### config.mk
export PLATFORM = sky130hd
export DESIGN_NAME = es8psk_rx_ctrl
export DESIGN_NICKNAME = d
export VERILOG_FILES = /design/src/rtl/es8psk_rx_ctrl.sv
export SDC_FILE = /design/constraint.sdc
export NUM_CORES = 1
export LEC_CHECK = 0
export ABC_AREA = 1
export CAP_MARGIN = 20
export CORE_ASPECT_RATIO = 1.1
export CORE_MARGIN = 3
export CORE_UTILIZATION = 60
export DETAILED_ROUTE_END_ITERATION = 7
export GPL_TIMING_DRIVEN = 0
export PLACE_DENSITY = 0.85
export SYNTH_ARGS = -nofsm -noshare
export SYNTH_HDL_FRONTEND = slang
export SYNTH_SLANG_ARGS = --single-unit
### constraint.sdc
create_clock -name clk -period 4.1 [get_ports clk]
set_input_delay 0.82 -clock clk [delete_from_list [all_inputs] [get_ports clk]]
set_output_delay 0.82 -clock clk [all_outputs]
set_load 0.03 [all_outputs]
### src/rtl/es8psk_rx_ctrl.sv
// ES8PSK receive sequencer: noise-floor training, detection threshold arming,
// per-message strobe supervision. Statistics counters enabled by RX_CTRL_STATS_EN.
module es8psk_rx_ctrl #(
  parameter int          WIN_LOG2    = 8,
  parameter int          K_SHIFT     = 3,
  parameter logic [19:0] THRESH_MIN  = 20'd1000,
  parameter int          EXP_STROBES = 234,
  parameter int          STROBE_TOL  = 2,
  parameter int          HOLDOFF     = 64,
  parameter logic [15:0] RETRAIN     = 16'd20000
) (
  input  logic        clk,
  input  logic        reset_b,
  input  logic        enable,
  input  logic [19:0] corr,
  input  logic        strobe,
  input  logic        ena_message,
  output logic [19:0] thresh,
  output logic        armed,
  output logic        busy,
  output logic [19:0] noise_level,
  output logic [15:0] strobe_cnt,
  output logic        msg_ok,
  output logic        msg_err,
  output logic [15:0] ok_cnt,
  output logic [15:0] err_cnt
);

  localparam int AW = 20 + WIN_LOG2;
  localparam int TW = 20 + K_SHIFT;

  typedef enum logic [2:0] {
    IDLE    = 3'd0,
    TRAIN   = 3'd1,
    LOAD    = 3'd2,
    ARMED   = 3'd3,
    RECEIVE = 3'd4,
    HOLD    = 3'd5
  } state_t;

  state_t              state;
  state_t              state_next;
  logic                ena_q;
  logic                ena_qq;
  logic                strobe_q;
  logic [AW-1:0]       acc;
  logic [AW-1:0]       acc_sum;
  logic [WIN_LOG2-1:0] win_cnt;
  logic                win_last;
  logic [15:0]         idle_cnt;
  logic [15:0]         hold_cnt;
  logic [19:0]         thr_store;
  logic [19:0]         thr_clamp;
  logic [19:0]         thr_next;
  logic [TW-1:0]       t_wide;
  logic                rise;
  logic                fall;
  logic [15:0]         final_cnt;
  logic                in_range;

  // State register
  always_ff @(posedge clk or negedge reset_b) begin
    if (!reset_b) begin
      state <= IDLE;
    end else begin
      state <= state_next;
    end
  end

  // Edge detection, strobe accounting, threshold clamp and next-state logic
  always_comb begin
    rise     = ena_q & ~ena_qq;
    fall     = ~ena_q & ena_qq;
    acc_sum  = acc + AW'(corr);
    win_last = (win_cnt == {WIN_LOG2{1'b1}});
    t_wide   = TW'(noise_level) << K_SHIFT;
    if (t_wide < TW'(THRESH_MIN)) begin
      thr_clamp = THRESH_MIN;
    end else if (t_wide > TW'(20'hFFFFE)) begin
      thr_clamp = 20'hFFFFE;
    end else begin
      thr_clamp = t_wide[19:0];
    end
    if (state == LOAD) begin
      thr_next = thr_clamp;
    end else begin
      thr_next = thr_store;
    end
    if (strobe_q && (strobe_cnt != 16'hFFFF)) begin
      final_cnt = strobe_cnt + 16'd1;
    end else begin
      final_cnt = strobe_cnt;
    end
    in_range = (32'(final_cnt) + 32'(STROBE_TOL) >= 32'(EXP_STROBES)) &&
               (32'(final_cnt) <= 32'(EXP_STROBES) + 32'(STROBE_TOL));

    state_next = state;
    if (!enable) begin
      state_next = IDLE;
    end else begin
      case (state)
        IDLE:    state_next = TRAIN;
        TRAIN: begin
          if (win_last) state_next = LOAD;
          else          state_next = TRAIN;
        end
        LOAD:    state_next = ARMED;
        ARMED: begin
          if (rise)                                state_next = RECEIVE;
          else if (idle_cnt == RETRAIN - 16'd1)    state_next = TRAIN;
          else                                     state_next = ARMED;
        end
        RECEIVE: begin
          if (fall) state_next = HOLD;
          else      state_next = RECEIVE;
        end
        HOLD: begin
          if (hold_cnt == 16'(HOLDOFF - 1)) state_next = ARMED;
          else                              state_next = HOLD;
        end
        default: state_next = IDLE;
      endcase
    end
  end

  // Datapath and registered outputs
  always_ff @(posedge clk or negedge reset_b) begin
    if (!reset_b) begin
      ena_q       <= 1'b0;
      ena_qq      <= 1'b0;
      strobe_q    <= 1'b0;
      acc         <= {AW{1'b0}};
      win_cnt     <= {WIN_LOG2{1'b0}};
      idle_cnt    <= 16'd0;
      hold_cnt    <= 16'd0;
      thr_store   <= 20'hFFFFF;
      thresh      <= 20'hFFFFF;
      noise_level <= 20'd0;
      strobe_cnt  <= 16'd0;
      armed       <= 1'b0;
      busy        <= 1'b0;
      msg_ok      <= 1'b0;
      msg_err     <= 1'b0;
    end else begin
      ena_q    <= ena_message;
      ena_qq   <= ena_q;
      strobe_q <= strobe;
      msg_ok   <= 1'b0;
      msg_err  <= 1'b0;
      // Accumulator is held clear outside TRAIN so each window starts fresh
      if (state == TRAIN) begin
        acc     <= acc_sum;
        win_cnt <= win_cnt + {{(WIN_LOG2-1){1'b0}}, 1'b1};
      end else begin
        acc     <= {AW{1'b0}};
        win_cnt <= {WIN_LOG2{1'b0}};
      end
      if ((state == TRAIN) && (state_next == LOAD)) begin
        noise_level <= acc_sum[WIN_LOG2 +: 20];
      end
      if (state == LOAD) begin
        thr_store <= thr_clamp;
      end
      if (state == ARMED) idle_cnt <= idle_cnt + 16'd1;
      else                idle_cnt <= 16'd0;
      if (state == HOLD) hold_cnt <= hold_cnt + 16'd1;
      else               hold_cnt <= 16'd0;
      // The strobe seen alongside the registered rising edge opens the count
      if ((state == ARMED) && (state_next == RECEIVE)) begin
        strobe_cnt <= {15'd0, strobe_q};
      end else if ((state == RECEIVE) && enable) begin
        strobe_cnt <= final_cnt;
      end
      if ((state == RECEIVE) && (state_next == HOLD)) begin
        msg_ok  <= in_range;
        msg_err <= ~in_range;
      end
      if ((state_next == ARMED) || (state_next == RECEIVE)) thresh <= thr_next;
      else                                                 thresh <= 20'hFFFFF;
      armed <= (state_next == ARMED);
      busy  <= (state_next == RECEIVE) || (state_next == HOLD);
    end
  end

`ifdef RX_CTRL_STATS_EN
  // Saturating message statistics
  always_ff @(posedge clk or negedge reset_b) begin
    if (!reset_b) begin
      ok_cnt  <= 16'd0;
      err_cnt <= 16'd0;
    end else begin
      if (msg_ok && (ok_cnt != 16'hFFFF))   ok_cnt  <= ok_cnt + 16'd1;
      if (msg_err && (err_cnt != 16'hFFFF)) err_cnt <= err_cnt + 16'd1;
    end
  end
`else
  assign ok_cnt  = 16'd0;
  assign err_cnt = 16'd0;
`endif

endmodule

======== Word-level counts from Yosys, hierarchy flattened ========
Cells that the tools add are included.
Widths: inputs -> output; s select.
storage, ports and cells
  register bits ........................... 154
  input bits .............................. 25
  output and inout port bits .............. 92
  word-level logic and storage cells ...... 74
operators by class
  $add $sub $neg .......................... 6
  $lt $le $gt $ge ......................... 4
  equal/unequal tests ..................... 13
  muxes and demuxes ....................... 20
  bitwise operators ....................... 5
  reduce and logical (&&, ||, !) cells .... 10
operators by type and width
  kind                   count
  $mux 16                5
  $mux 20                4
  $add 16x1->16 const B  3
  $add 28x20->28         1
  $mux 28                1
  $gt 23x20->1 const B   1
  $lt 23x10->1 const B   1
  $pmux 3 s6             1
  $add 16x2->17 const B  1
  $ge 17x8->1 const B    1
  $eq 16x15->1 const B   1
  $eq 16x6->1 const B    1
  $le 16x8->1 const B    1
  $ne 16x16->1 const B   1
  $eq 3x2->1 const B     4
  $eq 3x3->1 const B     4
  $mux 3                 3
  $add 8x1->8 const B    1
  $eq 8x8->1 const B     1
  $mux 8                 1
  $logic_and 1x1->1      6
  $mux 2                 2
  $eq 3x1->1 const B     1
  $logic_not 3->1        1
  5 further kinds        11

======== Longest topological paths before layout ========
  depth after elaboration ................. 8
  depth in mapped cells ................... 23
  mapped depth without buffers ............ 22

======== Worst setup path before layout ========
No wires, ideal clock.
  path kind ............................... reg2reg
  from .................................... reg strobe_cnt[1]
  to ...................................... reg msg_err
  arrival ................................. 2791 ps
  data required time ...................... 4031 ps
  path slack .............................. 1240 ps
  stages on the path, launching flop included .. 24
  path buffers ............................ 1
  clock period less this slack ............ 2860 ps
  path through ............................ dfrtp_1 -> ha_1 -> nand2_4 -> nor2_4 -> nand2_2 -> inv_2 -> nand2_4 -> nand2_4 -> buf_6 -> nand2_2 -> nand2_2 -> ha_1 -> nand3_1 -> nor2_4 -> nand2_1 -> nor2_4 -> nand2_1 -> nand2_1 -> nand2_1 -> nor2_1 -> nand2_1 -> nor2_2 -> nor2_1 -> nor2_2
between the ends
  word-level cells in the longest chain between the ends .. 8
  elaborated cells between the ends (all ways) .. 10
  those cells by class .................... add/sub (2); order compare (2); eq/ne (1); mux (2); bitwise (1); reduce/logical (2)
ends and longest elaborated chain
  what                                                   line  source
  from (decl)                                            22    output logic [15:0] strobe_cnt,
  from (signal assigned)                                 170   strobe_cnt <= {15'd0, strobe_q};
  from (signal assigned)                                 172   strobe_cnt <= final_cnt;
  branches (longest 2 deep; another with $add 16x1->16)  --
  $mux 16 (*)                                            89    if (strobe_q && (strobe_cnt != 16'hFFFF)) begin
  $add 16x2->17                                          94    in_range = (32'(final_cnt) + 32'(STROBE_TOL) >= 32'(EXP_STROBES)) &&
  $ge 17x8->1                                            94
  $logic_and 1x1->1 (*)                                  94
  $not 1->1 (*)                                          176   msg_err <= ~in_range;
  $mux 1 (*)                                             174   if ((state == RECEIVE) && (state_next == HOLD)) begin
  to (signal assigned)                                   176
  to (decl)                                              24    output logic msg_err,
Mark *: on every way between the ends.
A chain may end at the register's enable or synchronous reset.

======== Worst setup path after layout ========
  from .................................... in corr[0]
  to ...................................... reg noise_level[8]
between the ends
  word-level cells in the longest chain between the ends .. 1
ends and longest elaborated chain
  what                  line  source
  from (decl)           15    input logic [19:0] corr,
  $add 28x20->28        74    acc_sum = acc + AW'(corr);
  to (signal assigned)  159   noise_level <= acc_sum[WIN_LOG2 +: 20];
  to (decl)             21    output logic [19:0] noise_level,
No other way between the ends.

==> impl_metrics.py <==
metrics = {
    "run_status": {
        "outcome": "complete, no violations",
    },
    "synth": {
        "yosysWarnings": 0,
        "synth_seq_cells": 154,
        "yosys-top-cells-area": "dfrtp_1 (33%), dfstp_2 (12%), nand2_1 (10%)",
        "avgSynthCellArea_um2": 7.819,
        "syn_area_um2": 8648,
        "synth_edf_count": 0,
        "async_flop_share_pct": 100.0,
        "yosysMostFrequentCell": "nand2_1",
        "synth_seq_area_share_pct": 45.14,
        "synth_top_flop_cell": "dfrtp_1",
        "synth_top_cell_by_area": "dfrtp_1",
        "synthCells": 1106,
        "synth_cell_types": 48,
        "synth_top_cell_area_share_pct": 32.99,
        "synthTopCellsByCount": "nand2_1 (238), inv_1 (143), nor2_1 (125)",
    },
    "sta": {
        "grt_setup_unrepaired": "no",
        "tightest_slew_ns": 0.5683,
        "hold_viol_final": 0,
        "relSlewSlack_pct": 61.97,
        "fin_crit_sh_pct": 80.51,
        "skew_ns": 0.01430,
        "max_freq_mhz": 303.0,
        "final-max-slew-violation-count": 0,
        "setup_viol": 0,
        "fin_crit_ns": 3.301,
    },
    "placed_design": {
        "hpwl_um": 14740,
        "placedCellCount": 1410,
        "io_buffers": 84,
        "placed_area_um2": 9869,
        "gp_congestion": 0.8836,
    },
    "die": {
        "row_count": 45,
        "ios": 117,
        "core_um2": 13960,
        "die_w_um": 120.5,
        "fp.dieH_um": 131.9,
        "die_area_um2": 15890,
        "initial_core_util_pct": 61.94,
    },
    "global_route": {
        "busiest_layer": "met2",
        "antenna_found_initial": 0,
        "grt_overflow": 0,
        "grt_max_degree": 96,
        "grt_pass1_wl_um": 33950,
        "grtUsageTotal_pct": 26.09,
        "grtUsageMet2_pct": 44.36,
        "grt_use_met1_pct": 32.79,
        "grt_pass1_vias": 7387,
        "grt_use_met3_pct": 4.635,
    },
    "worst_setup_path": {
        "rrSetupSlack_ns": 0.84,
        "crit_type": "input pin to flop",
        "cp-end-kind": "flop",
        "timing.rr.start": "strobe_cnt[1]$_DFFE_PN0P_",
        "reg2reg_depth": 21,
        "r2r_end": "msg_err$_DFF_PN0_",
        "crit_start": "corr[0]",
        "arrival_ns": 3.61,
        "cp-start-kind": "input pin",
        "crit_path_max_fanout": 3,
        "required_ns": 4.41,
    },
    "detailed_routing": {
        "ant_nets": 0,
        "vias_per_cell": 5.322,
        "drcViolationCount": 0,
        "vias": 7674,
        "wire_per_inst_um": 13.89,
        "drt_iter0_drc": 620,
        "dr.pass1.iters": 7,
        "wirelength_um": 20040,
    },
    "clocking": {
        "cts_setup_buffers": 0,
        "insertion_delay_ns": 0.43,
        "cts_tree": "done",
        "hold_buffers": 0,
        "ctsResizeCount": 0,
        "cts_sinks": 154,
        "htree_levels": 4,
        "cts_made_buffers": 17,
        "cts_max_path_buffers": 2,
        "root_buffer": "clkbuf_16",
        "clk_pin_slew_ns": 0.07,
    },
    "layout": {
        "drive_gt1_share_pct": 12.84,
        "stdcell_count": 1442,
        "fin_area_um2": 10440,
        "area_delta_synth_final_pct": 20.72,
        "antennaDiodeCount": 0,
        "nets": 1293,
    },
    "pwr": {
        "powerDensity_nw_per_um2": 406.3,
        "p_leak_nw": 4.863,
        "peakVddDrop_v": 0.0002649,
    },
    "run": {
        "max-cap-violations": 0,
    },
    "min_path": {
        "min_path_type": "input pin to asynchronous set/reset pin",
    },
}
==> sequential cells by signal, indices dropped and copies added, names as in the netlist, 3 cells and up <==
signal       count
idle_cnt        16
state            3
win_cnt          8
acc             28
strobe_cnt      16
thr_store       20
hold_cnt        16
thresh          20
noise_level     20
==> metal layers <==
| layer | part of all wire (%) | vias to the layer above |
|---|---|---|
| met5 | 0 | - |
| met4 | 3.1 | 0 |
| met3 | 5.1 | 49 |
| met2 | 50 | 220 |
| met1 | 42 | 3621 |
| li1 | - | 3784 |
==> where the power goes <==
part | internal (mW) | total, mW | switching, mW
clock network | 0.808 | 1.51 | 0.703
logic | 0.362 | 1.07 | 0.710
registers | 1.60 | 1.66 | 0.0555
==> worst max-delay path, cell delays in order <==
cell and delay [ns]:
clkdlybuf4s50_1 0.40, ha_1 0.22, fa_1 0.41, nand3_1 0.09
nand2_1 0.08, nand2_1 0.09, nand2_1 0.06, a21oi_1 0.18
o21ai_0 0.22, a21boi_0 0.34, o21ai_0 0.23, xnor2_1 0.35
o21ai_0 0.13
==> worst max path at each step <==
stage	endpoint	slack, ns	cells after the start
5_1_grt	msg_err$_DFF_PN0_	0.52	21
2_1_floorplan	msg_err$_DFF_PN0_	1.24	23
4_1_cts	noise_level[10]$_DFFE_PN0P_	0.87	15
3_5_place_dp	noise_level[8]$_DFFE_PN0P_	0.43	13
3_3_place_gp	noise_level[10]$_DFFE_PN0P_	-3.87	1
6_report	noise_level[8]$_DFFE_PN0P_	0.80	13
==> logic make-up after synthesis <==
group / share of synthesized area, %
AOI/OAI and AO/OA: 12.02
xor gates and xnor gates: 1.924
adders and majority gates: 3.993
buffers and inverters: 10.63
DFF: 45.14
other: 0.04336
and+or+nand+nor: 26.24
==> per-stage QoR <==
| stage | setup WS [ns] | power [mW] | util [%] | hold WS (ns) | TNS [ns] |
|---|---|---|---|---|---|
| CTS | 0.8656 | 4.253 | 74.77 | 0.3778 | 0 |
| global route | 0.5244 | 4.453 | 74.77 | 0.4076 | 0 |
| finish | 0.7992 | 4.242 | 74.77 | 0.3620 | 0 |
| floorplan | 1.240 | 2.423 | - | 0.3963 | 0 |
| detailed placement | 0.4289 | 2.734 | 70.68 | 0.4416 | 0 |
| global placement | -3.867 | 2.703 | 70.47 | 0.4386 | -516.93 |
==> layout by cell type (no fill, tap or decap), drive strengths merged, types with 23 or more instances in the layout <==
cell type and count:
o21ai 88, clkbuf 28, nand3 54, dfrtp 114, nand2 255, buf 44
a21oi 64, nor2 142, inv 160, conb 32, ha 26, nor3 23
dfstp 40, clkdlybuf4s50 83
==> area by class of cell <==
cell class                      count  area [µm²]
Sequential cell                   154        3904
Timing Repair Buffer               85       869.6
Multi-Input combinational cell    779        3941
Tap cell                          188       235.2
Inverter                          151       566.8
Buffer                             53       352.8
Fill cell                        1110        3523
Clock buffer                       17       425.4
Clock inverter                     15       145.1
Note: power is estimated with default switching activity, not from simulation.
